<file path="config.mk">
export PLATFORM = sky130hd
export DESIGN_NAME = rowwise_spmm_engine_flat
export DESIGN_NICKNAME = d
export VERILOG_FILES = /design/src/rtl/pipirima_pkg.sv /design/src/rtl/rowwise_spmm_engine_if.sv /design/src/rtl/imu_lane.sv /design/src/rtl/rowwise_spmm_engine.sv /design/src/flat_wrapper.sv
export SDC_FILE = /design/constraint.sdc
export NUM_CORES = 2
export LEC_CHECK = 0
export ABC_AREA = 0
export CAP_MARGIN = 20
export CORE_MARGIN = 1.5
export CORE_UTILIZATION = 43
export CTS_CLUSTER_DIAMETER = 150
export CTS_CLUSTER_SIZE = 12
export DETAILED_ROUTE_END_ITERATION = 7
export PLACE_DENSITY_LB_ADDON = 0.1
export RECOVER_POWER = 100
export SYNTH_ARGS = -nofsm -noshare
export SYNTH_HDL_FRONTEND = slang
export SYNTH_SLANG_ARGS = --single-unit
</file>
<file path="constraint.sdc">
create_clock -name clk -period 6.5 [get_ports clk]
set_clock_uncertainty 0.15 [all_clocks]
set_input_delay 1.3 -clock clk [delete_from_list [all_inputs] [get_ports clk]]
set_output_delay 1.3 -clock clk [all_outputs]
set_load 0.05 [all_outputs]
</file>
<file path="src/rtl/pipirima_pkg.sv">
// Shared constants, FSM encoding and width helpers for the row-wise SpMM engine.
package pipirima_pkg;

  localparam logic MODE_DIAG = 1'b0;
  localparam logic MODE_RAND = 1'b1;

  // Derived widths for the default four-lane build
  localparam int unsigned DEF_NUM_IMU = 4;
  localparam int unsigned LVL         = $clog2(DEF_NUM_IMU);
  localparam int unsigned NNZ_W       = LVL + 1;

  typedef enum logic [1:0] {
    StIdle   = 2'd0,
    StMul    = 2'd1,
    StReduce = 2'd2,
    StOut    = 2'd3
  } state_e;

  function automatic int unsigned lvl_of(input int unsigned num_imu);
    return $clog2(num_imu);
  endfunction

  function automatic int unsigned nnz_w_of(input int unsigned num_imu);
    return $clog2(num_imu) + 1;
  endfunction

endpackage

</file>
<file path="src/rtl/rowwise_spmm_engine_if.sv">
// Row-descriptor input stream and result-row output stream of the SpMM engine.
interface rowwise_spmm_engine_if #(
  parameter int unsigned NUM_IMU = 4,
  parameter int unsigned TILE_B  = 4,
  parameter int unsigned DW      = 8,
  parameter int unsigned ACC_W   = 2 * DW + $clog2(NUM_IMU),
  parameter int unsigned ROW_W   = 16
);
  localparam int unsigned NNZ_W = $clog2(NUM_IMU) + 1;

  logic                          in_valid;
  logic                          in_ready;
  logic                          in_mode;
  logic [NNZ_W-1:0]              in_nnz;
  logic [ROW_W-1:0]              in_row_idx;
  logic [NUM_IMU*DW-1:0]         in_val;
  logic [NUM_IMU*TILE_B*DW-1:0]  in_ddm;
  logic                          out_valid;
  logic                          out_ready;
  logic [ROW_W-1:0]              out_row_idx;
  logic [TILE_B*ACC_W-1:0]       out_row;

  modport master (
    output in_valid, in_mode, in_nnz, in_row_idx, in_val, in_ddm, out_ready,
    input  in_ready, out_valid, out_row_idx, out_row
  );

  modport slave (
    input  in_valid, in_mode, in_nnz, in_row_idx, in_val, in_ddm, out_ready,
    output in_ready, out_valid, out_row_idx, out_row
  );
endinterface

</file>
<file path="src/rtl/imu_lane.sv">
// One if-mul lane: zero-skip gate plus TILE_B signed multipliers, combinational.
module imu_lane
  import pipirima_pkg::*;
#(
  parameter int unsigned TILE_B = 4,
  parameter int unsigned DW     = 8,
  parameter int unsigned ACC_W  = 18
) (
  input  logic                    active,
  input  logic signed [DW-1:0]    val,
  input  logic [TILE_B*DW-1:0]    ddm_row,
  output logic [TILE_B*ACC_W-1:0] prod,
  output logic                    is_mul,
  output logic                    is_skip
);

  assign is_mul  = active && (val != '0);
  assign is_skip = active && (val == '0);

  for (genvar j = 0; j < TILE_B; j++) begin : g_elem
    logic signed [DW-1:0]    d;
    logic signed [ACC_W-1:0] p;
    assign d = ddm_row[j*DW +: DW];
    // Operands widened first so the product keeps its full signed range
    assign p = ACC_W'(val) * ACC_W'(d);
    assign prod[j*ACC_W +: ACC_W] = is_mul ? p : '0;
  end

endmodule

</file>
<file path="src/rtl/rowwise_spmm_engine.sv">
// Row-wise sparse x dense engine: zero-skipping IMU lanes feed CBBs reduced by a CAT tree.
module rowwise_spmm_engine
  import pipirima_pkg::*;
#(
  parameter int unsigned NUM_IMU = 4,
  parameter int unsigned TILE_B  = 4,
  parameter int unsigned DW      = 8,
  parameter int unsigned ACC_W   = 2 * DW + $clog2(NUM_IMU),
  parameter int unsigned ROW_W   = 16,
  parameter int unsigned CNT_W   = 16
) (
  input  logic                  clk,
  input  logic                  rst,
  rowwise_spmm_engine_if.slave  bus,
  output logic [CNT_W-1:0]      mul_cnt,
  output logic [CNT_W-1:0]      skip_cnt,
  output logic                  err_nnz
);

  localparam int unsigned L_LVL   = lvl_of(NUM_IMU);
  localparam int unsigned L_NNZ_W = nnz_w_of(NUM_IMU);

  state_e                                   state_q, state_d;
  logic                                     mode_q, mode_d;
  logic [ROW_W-1:0]                         row_idx_q, row_idx_d;
  logic [NUM_IMU*DW-1:0]                    val_q, val_d;
  logic [NUM_IMU*TILE_B*DW-1:0]             ddm_q, ddm_d;
  logic [L_NNZ_W-1:0]                       nnz_q, nnz_d;
  logic [L_LVL-1:0]                         lvl_q, lvl_d;
  logic [NUM_IMU-1:0][TILE_B-1:0][ACC_W-1:0] cbb_q, cbb_d;
  logic [CNT_W-1:0]                         mul_cnt_q, mul_cnt_d, skip_cnt_q, skip_cnt_d;
  logic                                     err_q, err_d;

  logic [NUM_IMU-1:0]                       active, is_mul, is_skip;
  logic [NUM_IMU-1:0][TILE_B*ACC_W-1:0]     prod;

  for (genvar i = 0; i < NUM_IMU; i++) begin : g_lane
    assign active[i] = (nnz_q > L_NNZ_W'(i));
    imu_lane #(.TILE_B(TILE_B), .DW(DW), .ACC_W(ACC_W)) u_lane (
      .active  (active[i]),
      .val     (val_q[i*DW +: DW]),
      .ddm_row (ddm_q[i*TILE_B*DW +: TILE_B*DW]),
      .prod    (prod[i]),
      .is_mul  (is_mul[i]),
      .is_skip (is_skip[i])
    );
  end

  always_ff @(posedge clk or negedge rst) begin
    if (!rst) begin
      state_q    <= StIdle;
      mode_q     <= MODE_DIAG;
      row_idx_q  <= '0;
      val_q      <= '0;
      ddm_q      <= '0;
      nnz_q      <= '0;
      lvl_q      <= '0;
      cbb_q      <= '0;
      mul_cnt_q  <= '0;
      skip_cnt_q <= '0;
      err_q      <= 1'b0;
    end else begin
      state_q    <= state_d;
      mode_q     <= mode_d;
      row_idx_q  <= row_idx_d;
      val_q      <= val_d;
      ddm_q      <= ddm_d;
      nnz_q      <= nnz_d;
      lvl_q      <= lvl_d;
      cbb_q      <= cbb_d;
      mul_cnt_q  <= mul_cnt_d;
      skip_cnt_q <= skip_cnt_d;
      err_q      <= err_d;
    end
  end

  always_comb begin
    logic [L_NNZ_W-1:0] clamp;
    logic [L_NNZ_W-1:0] n_mul, n_skip;
    logic [CNT_W:0]     mul_sum, skip_sum;
    state_d    = state_q;
    mode_d     = mode_q;
    row_idx_d  = row_idx_q;
    val_d      = val_q;
    ddm_d      = ddm_q;
    nnz_d      = nnz_q;
    lvl_d      = lvl_q;
    cbb_d      = cbb_q;
    mul_cnt_d  = mul_cnt_q;
    skip_cnt_d = skip_cnt_q;
    err_d      = err_q;
    clamp      = (bus.in_mode == MODE_DIAG) ? L_NNZ_W'(1) : L_NNZ_W'(NUM_IMU);
    n_mul      = '0;
    n_skip     = '0;
    for (int i = 0; i < NUM_IMU; i++) begin
      n_mul  = n_mul + L_NNZ_W'(is_mul[i]);
      n_skip = n_skip + L_NNZ_W'(is_skip[i]);
    end
    mul_sum  = {1'b0, mul_cnt_q} + (CNT_W + 1)'(n_mul);
    skip_sum = {1'b0, skip_cnt_q} + (CNT_W + 1)'(n_skip);

    unique case (state_q)
      StIdle: begin
        if (bus.in_valid) begin
          mode_d    = bus.in_mode;
          row_idx_d = bus.in_row_idx;
          val_d     = bus.in_val;
          ddm_d     = bus.in_ddm;
          nnz_d     = (bus.in_nnz > clamp) ? clamp : bus.in_nnz;
          err_d     = err_q | (bus.in_nnz > clamp);
          state_d   = StMul;
        end
      end
      StMul: begin
        for (int i = 0; i < NUM_IMU; i++) cbb_d[i] = prod[i];
        mul_cnt_d  = mul_sum[CNT_W] ? '1 : mul_sum[CNT_W-1:0];
        skip_cnt_d = skip_sum[CNT_W] ? '1 : skip_sum[CNT_W-1:0];
        lvl_d      = '0;
        state_d    = (mode_q == MODE_DIAG || nnz_q <= L_NNZ_W'(1)) ? StOut : StReduce;
      end
      StReduce: begin
        // Contiguous lane placement lets each level add fixed pairs, results kept low
        for (int k = 0; k < L_LVL; k++) begin
          if (lvl_q == L_LVL'(k)) begin
            for (int i = 0; i + (1 << k) < NUM_IMU; i += (2 << k)) begin
              for (int j = 0; j < TILE_B; j++) begin
                cbb_d[i][j] = cbb_q[i][j] + cbb_q[i + (1 << k)][j];
              end
            end
          end
        end
        lvl_d   = lvl_q + 1'b1;
        state_d = (lvl_q == L_LVL'(L_LVL - 1)) ? StOut : StReduce;
      end
      StOut: begin
        if (bus.out_ready) state_d = StIdle;
      end
      default: state_d = StIdle;
    endcase
  end

  assign bus.in_ready    = (state_q == StIdle);
  assign bus.out_valid   = (state_q == StOut);
  assign bus.out_row     = cbb_q[0];
  assign bus.out_row_idx = row_idx_q;
  assign mul_cnt         = mul_cnt_q;
  assign skip_cnt        = skip_cnt_q;
  assign err_nnz         = err_q;

endmodule

</file>
<file path="src/flat_wrapper.sv">
// flat-port wrapper written by rule: the top's interface ports become plain ports
module rowwise_spmm_engine_flat import pipirima_pkg::*;
#(
  parameter int unsigned NUM_IMU = 4,
  parameter int unsigned TILE_B  = 4,
  parameter int unsigned DW      = 8,
  parameter int unsigned ACC_W   = 2 * DW + $clog2(NUM_IMU),
  parameter int unsigned ROW_W   = 16,
  parameter int unsigned CNT_W   = 16
)
  (clk, rst, mul_cnt, skip_cnt, err_nnz, bus_in_valid, bus_in_mode, bus_in_nnz, bus_in_row_idx, bus_in_val, bus_in_ddm, bus_out_ready, bus_in_ready, bus_out_valid, bus_out_row_idx, bus_out_row);
  rowwise_spmm_engine_if #(.NUM_IMU(NUM_IMU), .TILE_B(TILE_B), .DW(DW), .ACC_W(ACC_W), .ROW_W(ROW_W)) bus_i ();
  input  logic clk;
  input  logic rst;
  output logic [CNT_W-1:0] mul_cnt;
  output logic [CNT_W-1:0] skip_cnt;
  output logic err_nnz;
  input wire logic [$bits(bus_i.in_valid)-1:0] bus_in_valid;
  input wire logic [$bits(bus_i.in_mode)-1:0] bus_in_mode;
  input wire logic [$bits(bus_i.in_nnz)-1:0] bus_in_nnz;
  input wire logic [$bits(bus_i.in_row_idx)-1:0] bus_in_row_idx;
  input wire logic [$bits(bus_i.in_val)-1:0] bus_in_val;
  input wire logic [$bits(bus_i.in_ddm)-1:0] bus_in_ddm;
  input wire logic [$bits(bus_i.out_ready)-1:0] bus_out_ready;
  output wire logic [$bits(bus_i.in_ready)-1:0] bus_in_ready;
  output wire logic [$bits(bus_i.out_valid)-1:0] bus_out_valid;
  output wire logic [$bits(bus_i.out_row_idx)-1:0] bus_out_row_idx;
  output wire logic [$bits(bus_i.out_row)-1:0] bus_out_row;
  assign bus_i.in_valid = bus_in_valid;
  assign bus_i.in_mode = bus_in_mode;
  assign bus_i.in_nnz = bus_in_nnz;
  assign bus_i.in_row_idx = bus_in_row_idx;
  assign bus_i.in_val = bus_in_val;
  assign bus_i.in_ddm = bus_in_ddm;
  assign bus_i.out_ready = bus_out_ready;
  assign bus_in_ready = bus_i.in_ready;
  assign bus_out_valid = bus_i.out_valid;
  assign bus_out_row_idx = bus_i.out_row_idx;
  assign bus_out_row = bus_i.out_row;
  rowwise_spmm_engine #(.NUM_IMU(NUM_IMU), .TILE_B(TILE_B), .DW(DW), .ACC_W(ACC_W), .ROW_W(ROW_W), .CNT_W(CNT_W)) u_core (.clk(clk), .rst(rst), .bus(bus_i), .mul_cnt(mul_cnt), .skip_cnt(skip_cnt), .err_nnz(err_nnz));
endmodule
</file>
-- After elaboration in Yosys (flattened, before gate mapping)
Index checks and enable logic that the tools add are counted.
Widths: inputs -> output; s select.
- reduce and logical (&&, ||, !) cells: 24
- order comparisons: 6
- bitwise gates (word level): 2
- multiply operators: 16
- add/sub/neg operators: 21
- eq/ne operators: 8
- multiplexer cells: 31
- operator list (cell ; number):
    $mux 18 ; 16
    $pmux 72 s2 ; 2
    $mul 8x8->16 ; 16
    $add 18x18->18 ; 12
    $mux 72 ; 3
    $add 16x3->17 ; 2
    $logic_not 8->1 ; 4
    $mux 16 ; 2
    $reduce_bool 8->1 ; 4
    $add 3x1->3 ; 4
    $logic_and 1x1->1 ; 8
    $pmux 2 s4 ; 1
    $reduce_and 2->1 ; 4
    $gt 3x1->1 const B ; 2
    $gt 3x2->1 const B ; 2
    $mux 3 ; 2
    $add 1x1->2 ; 2
    $eq 2x1->1 const B ; 2
    $eq 2x2->1 const B ; 2
    $logic_not 2->1 ; 2
    $mux 2 ; 2
    $ne 2x2->1 const B ; 2
    $pmux 2 s2 ; 1
    $gt 3x3->1 ; 1
    other kinds (9) ; 10
- word-level logic and storage cells: 134
- bits in registers: 505
- bits of input ports: 184
- output and inout bits: 123

-- Depth between registers and ports, before layout
- word-level depth: 7
- mapped depth: 21
- mapped depth without buffers: 19

-- Modules after synthesis
From an unflattened synthesis, not the netlist that was laid out.
- cell total of the unflattened synthesis: 7561
- area total of the unflattened synthesis: 70471.3 um2
- by module, submodules not included (module ; area an instance (um2) ; sequential area each (um2) ; cells an instance ; times used):
    rowwise_spmm_engine ; 27999.4 ; 12637.1 ; 2551 ; 1
    imu_lane at u_core.g_lane[0].u_lane ; 10716.5 ; 0.0 ; 1265 ; 1
    imu_lane at u_core.g_lane[2].u_lane ; 10647.7 ; 0.0 ; 1246 ; 1
    imu_lane at u_core.g_lane[1].u_lane ; 10612.7 ; 0.0 ; 1267 ; 1
    imu_lane at u_core.g_lane[3].u_lane ; 10495.1 ; 0.0 ; 1232 ; 1

-- Least setup slack after synthesis
Ideal clock, no wire load.
- path type: flip-flop to flip-flop
- start: reg u_core.val_q[23]
- end: reg u_core.cbb_q[161] (netlist name)
- stages on the path, launching flop included: 20
- path buffers: 2
- required time: 6224 ps
- clock period less this slack: 5146 ps
- setup time: 126 ps
- setup slack: 1354 ps
- arrival time: 4870 ps
- cells stage by stage: dfrtp_1 -> clkbuf_1 -> clkbuf_1 -> and2_1 -> fa_1 -> inv_1 -> fa_1 -> inv_1 -> fa_1 -> inv_1 -> fa_1 -> inv_1 -> ha_1 -> a2111oi_1 -> nor3_1 -> a2111oi_2 -> a21oi_1 -> xnor2_1 -> nor3_1 -> a221o_1
- word-level cells in the longest chain between the ends: 4
- elaborated cells between the ends (all ways): 5
- those cells by class: mul (1); mux (2); reduce/logical (2)
- ends and longest elaborated chain (item ; line ; RTL):
    from (decl) ; rowwise_spmm_engine.sv:26 ; logic [NUM_IMU*DW-1:0] val_q, val_d;
    from (signal assigned) ; rowwise_spmm_engine.sv:66 ; val_q <= val_d;
    parallel branches: the longest is 2 deep, another holds $mul 8x8->16 ; -- ;
    $mux 18 (*) ; imu_lane.sv:26 ; assign prod[j*ACC_W +: ACC_W] = is_mul ? p : '0;
    $pmux 72 s2 (*) ; rowwise_spmm_engine.sv:102 ; unique case (state_q)
    to (signal assigned) ; rowwise_spmm_engine.sv:58 ; cbb_q <= '0;
    to (signal assigned) ; rowwise_spmm_engine.sv:70 ; cbb_q <= cbb_d;
    to (decl) ; rowwise_spmm_engine.sv:30 ; logic [NUM_IMU-1:0][TILE_B-1:0][ACC_W-1:0] cbb_q, cbb_d;
Mark *: on every way between the ends.
A chain may end at the register's enable or synchronous reset.

-- Worst setup path in the final report
- start: reg u_core.state_q[0]
- end: reg u_core.cbb_q[202] (netlist name)
- word-level cells in the longest chain between the ends: 3
- elaborated cells between the ends (all ways): 6
- those cells by class: eq/ne (3); mux (1); reduce/logical (2)
- ends and longest elaborated chain (item ; line ; RTL):
    from (decl) ; rowwise_spmm_engine.sv:23 ; state_e state_q, state_d;
    from (signal assigned) ; rowwise_spmm_engine.sv:51 ; state_q <= StIdle;
    from (signal assigned) ; rowwise_spmm_engine.sv:63 ; state_q <= state_d;
    $eq 2x2->1 or $eq 2x1->1 (tied branches) ; rowwise_spmm_engine.sv:102 ;
    $ne 2x1->1 (no line) or $reduce_bool 2->1 (tied branches) ; -- ;
    $reduce_and 2->1 (no line) ; -- ;
Parallel ways exist; a longest one is shown, timed or not.

==> results <==
- The run finished, with violations left.
- The checks that failed: capacitance limit, slew limit.
- The startpoint identified for the worst register-to-register timing path is u_core.state_q[0].
- Data on the critical path is required at its endpoint by 6.92 ns.
- Registers take 12200 sq um.
- In the layout the commonest cells are sky130_fd_sc_hd__inv_1 (1293), sky130_fd_sc_hd__fa_1 (892), sky130_fd_sc_hd__ha_1 (617), sky130_fd_sc_hd__and2_1 (612), sky130_fd_sc_hd__nand2_1 (505).
- Clock tree synthesis found a total of 489 sinks.
- At the worst endpoint, the arrival time is 6.54 ns.
- The latest clock arrival within the worst-skew pair is 0.69 ns.
- Measured along the y axis, the die boundary spans 395 microns.
- The startpoint identified for the worst hold timing path is u_core.err_nnz.
- The number of buffers added by the clock tree synthesis step is 49.
- The number of failing hold endpoints at the final stage was 0.
- The sort of element at the start of the critical path is a register.
- The number of distinct library cells after synthesis is 76.
- After the last flow step, the layout net total stands at 8877.
- The synthesized design contains 489 register bits.
- The final routed wirelength across all metal layers is 189 mm.
- At the end of the flow the core is filled with cells to 0.475.
- Across every metal layer, demand over resource in global routing totals 0.247.
- The fraction of the mapped netlist area in compound gates is 0.0971.
- For this configuration, the core starts out at a cell density of 0.434.
- A synthesized cell averages 9.37 sq um.
- After clock tree synthesis, the clock-pin slew on the worst setup and hold paths is 0.07 ns.
- The clock tree synthesis step divided the H-tree into 2 levels.
- Leaving out fill and tap cells, the most frequent cell in the layout is sky130_fd_sc_hd__inv_1.
- The floorplan step defined a die boundary enclosing 156000 sq um.
- The final period demand of the worst path is 6.13 ns.
- The maximum root-to-sink buffer count is 3.
- The endpoint class of the critical path is a register.
- Setup violations remaining at the end of the flow were counted as 0.
- The max-slew violation count is 808.
- Of the synthesized area, sequential elements account for 0.185.
- The number of warning messages in the yosys log is 0.
- At the end of routability-driven placement, the weighted congestion stood at 0.909.
- The launch point of the critical path is u_core.state_q[0].
- The post-cts sizing count is 0.
- The count of flip-flops with a built-in enable after synthesis is 0.
- TritonCTS built the clock tree.
- For this run, the leading register cell type out of synthesis is sky130_fd_sc_hd__dfrtp_1.
- After synthesis the cells add up to 66100 sq um.
- Synthesis handed over a netlist of 7060 instances.
- The share of async-settable or async-resettable flops after synthesis is 1.00.
- The total overflow left after global routing is 0.
- The root buffer cell chosen for the clock tree is sky130_fd_sc_hd__clkbuf_16.
- The fraction of final layout cells sized beyond drive strength 1 is 0.0571.
- The number of buffers inserted by post-CTS setup repair is 0.
- The total negative setup slack is 0 ns.
- In the routed design, unresolved DRC markers number 0.
- The placed wire-length estimate after detailed placement is 153 mm.
- The ratio of final minimum period to clock period is 0.943.
- Of the total synthesized cell area, the portion taken by XOR and XNOR cells is 0.0508.
- For this design, the CTS-stage hold fixing added 0 buffers.
- The chip width is 395 microns.
- The pin count of the biggest net entering global routing is 155.
- The worst hold path belongs to the class register to register.
- The number of antenna violations at the first check in global routing is 3.
- The multiplexer area fraction after synthesis is 0.0424.
- Port buffering added 306 buffers.
- The first global-routing pass estimated 299 mm of wire.
- The via density per instance is 5.19.
- The main combinational cell family by area after synthesis is adder cells.
- The tool flagged a number of max-cap violations equal to 14.
- By startpoint and endpoint, the worst setup path is classified as register to register.
- The number of nets handed over by synthesis was 8754.
- The peak fanout along the critical path is 59.
- After filler insertion, the fill cell instance count of the layout stands at 14700.
- The first detailed-routing pass took 5 iterations.
- Summing over every cut layer, the via total after detailed routing is 47900.
- In this run, the number of DRC markers left after iteration 0 of detailed routing was 2330.
- The adder-cell area share of the yosys netlist is 0.387.
- The post-detailed-route wirelength per cell is 20.5 microns.
- The simple logic cell fraction of the synthesized area is 0.142.
- The transition at the pin with the smallest max-transition slack is 3.22 ns.
- In this run the remaining antenna-violating nets after routing total 0.
- The core box area is 152000 sq um.
- The normalized max-slew margin is -1.15.
- The total I/O pin count is 307.
- The via count of the first global-routing pass is 50500.
- The layout-stage area growth over the synthesis result is 9.45%.
- The peak clock frequency supported by timing is 0.163 GHz.
- Row generation in the floorplan step produced 143 rows.
- The multi-input combinational cells in the finished layout cover a total of 47600 sq um.
- Setup repair after global routing left no endpoint under its margin.
-- kinds of logic (layout without fill, tap and decap cells) --
family          count (synthesis)  in the layout
simple gates                 1871           1871
buf+inv                      1619           1751
fa+ha+maj                    1510           1510
compound gates                938            938
flops                         489            489
xor+xnor                      384            384
mux                           249            249
other cells                     0              4
-- synth_stat cells (7+ instances only) --
master / n / area, sq um
sky130_fd_sc_hd__inv_1: 1294 / 4860
sky130_fd_sc_hd__fa_1: 892 / 17900
sky130_fd_sc_hd__and2_1: 627 / 3920
sky130_fd_sc_hd__ha_1: 618 / 7730
sky130_fd_sc_hd__nand2_1: 505 / 1900
sky130_fd_sc_hd__dfrtp_1: 489 / 12200
sky130_fd_sc_hd__nor2_1: 372 / 1400
sky130_fd_sc_hd__xnor2_1: 281 / 2460
sky130_fd_sc_hd__mux2_2: 241 / 2710
sky130_fd_sc_hd__clkbuf_1: 235 / 882
sky130_fd_sc_hd__a21oi_1: 224 / 1120
sky130_fd_sc_hd__o21ai_0: 110 / 551
sky130_fd_sc_hd__xor2_1: 103 / 902
sky130_fd_sc_hd__nor2b_1: 90 / 563
sky130_fd_sc_hd__a21o_1: 85 / 638
sky130_fd_sc_hd__o2bb2ai_1: 85 / 744
sky130_fd_sc_hd__buf_4: 72 / 541
sky130_fd_sc_hd__nor3_1: 62 / 310
sky130_fd_sc_hd__nand3_1: 60 / 300
sky130_fd_sc_hd__a221oi_1: 57 / 499
sky130_fd_sc_hd__and3_1: 56 / 350
sky130_fd_sc_hd__a31oi_1: 50 / 313
sky130_fd_sc_hd__o21ai_1: 47 / 235
sky130_fd_sc_hd__o21a_1: 42 / 315
sky130_fd_sc_hd__nand2b_1: 39 / 244
sky130_fd_sc_hd__o21bai_1: 36 / 270
sky130_fd_sc_hd__o31ai_1: 33 / 248
sky130_fd_sc_hd__a211oi_1: 27 / 203
sky130_fd_sc_hd__or3_1: 17 / 106
sky130_fd_sc_hd__buf_1: 16 / 60.1
sky130_fd_sc_hd__or2_2: 11 / 68.8
sky130_fd_sc_hd__a32oi_1: 10 / 87.6
sky130_fd_sc_hd__nor4_1: 10 / 62.6
sky130_fd_sc_hd__o41ai_1: 10 / 87.6
sky130_fd_sc_hd__a22o_1: 9 / 78.8
sky130_fd_sc_hd__o21ba_2: 8 / 80.1
sky130_fd_sc_hd__o22ai_1: 8 / 50.1
sky130_fd_sc_hd__a211o_1: 7 / 61.3
sky130_fd_sc_hd__nand4_1: 7 / 43.8
sky130_fd_sc_hd__o221ai_1: 7 / 61.3
-- critical path: stages, from the launching register on --
cell	delay (ns)
sky130_fd_sc_hd__dfrtp_1	0.42
sky130_fd_sc_hd__inv_1	0.09
sky130_fd_sc_hd__ha_1	0.30
sky130_fd_sc_hd__clkbuf_2	0.72
sky130_fd_sc_hd__clkbuf_1	2.33
sky130_fd_sc_hd__nand2_1	0.51
sky130_fd_sc_hd__nand2_1	0.50
sky130_fd_sc_hd__buf_4	0.67
sky130_fd_sc_hd__nor2_1	0.08
sky130_fd_sc_hd__a21oi_1	0.14
-- per-stage QoR --
step | hold WS [ns] | area [sq um] | cells | worst slack (ns)
floorplan | 0.294 | 66100 | 7060 | 1.35
global placement | 0.305 | 71100 | 9159 | 0.692
detailed placement | 0.309 | 71100 | 9159 | 0.622
CTS | 0.325 | 72500 | 9219 | 0.635
global route | 0.332 | 72400 | 9222 | 0.155
finish | 0.317 | 72400 | 9226 | 0.372
-- metal layers --
layer	track usage	wire length, microns	vias up
li1	-	-	22600
met5	0	0	-
met2	0.422	92200	848
met4	0.0595	4800	0
met3	0.0243	7330	172
met1	0.335	84800	24300
-- path summary, 6_finish.rpt --
check | to | slack (ns) | cells after the start
setup / recovery | u_core.cbb_q[202] | 0.37 | 9
hold / removal | u_core.err_nnz | 0.32 | 1
setup reg to reg | u_core.cbb_q[202] | 0.37 | 9
hold reg to reg | u_core.err_nnz | 0.32 | 1
max in group asynchronous | u_core.bus.out_row[60] | 1.12 | 2
min in group asynchronous | u_core.ddm_q[4] | 1.50 | 1
-- flip-flops by register name, indices dropped and copies added (netlist names) --
register,count
u_core.lvl_q,2
u_core.val_q,32
u_core.state_q,2
u_core.ddm_q,128
u_core.bus.out_row_idx,16
u_core.mode_q,1
u_core.skip_cnt,16
u_core.err_nnz,1
u_core.bus.out_row,72
u_core.cbb_q,200
u_core.nnz_q,3
u_core.mul_cnt,16
-- cell type report --
cell class,count,area share
Sequential cell,489,0.169
Antenna cell,4,0.000138
Clock buffer,52,0.0175
Clock inverter,8,0.00190
Timing Repair Buffer,395,0.0516
Multi-Input combinational cell,4952,0.658
Tap cell,2030,0.0351
Inverter,1296,0.0672
Power is not shown: default switching activity piles up to over one toggle a cycle in this logic, so the estimate is an artifact.
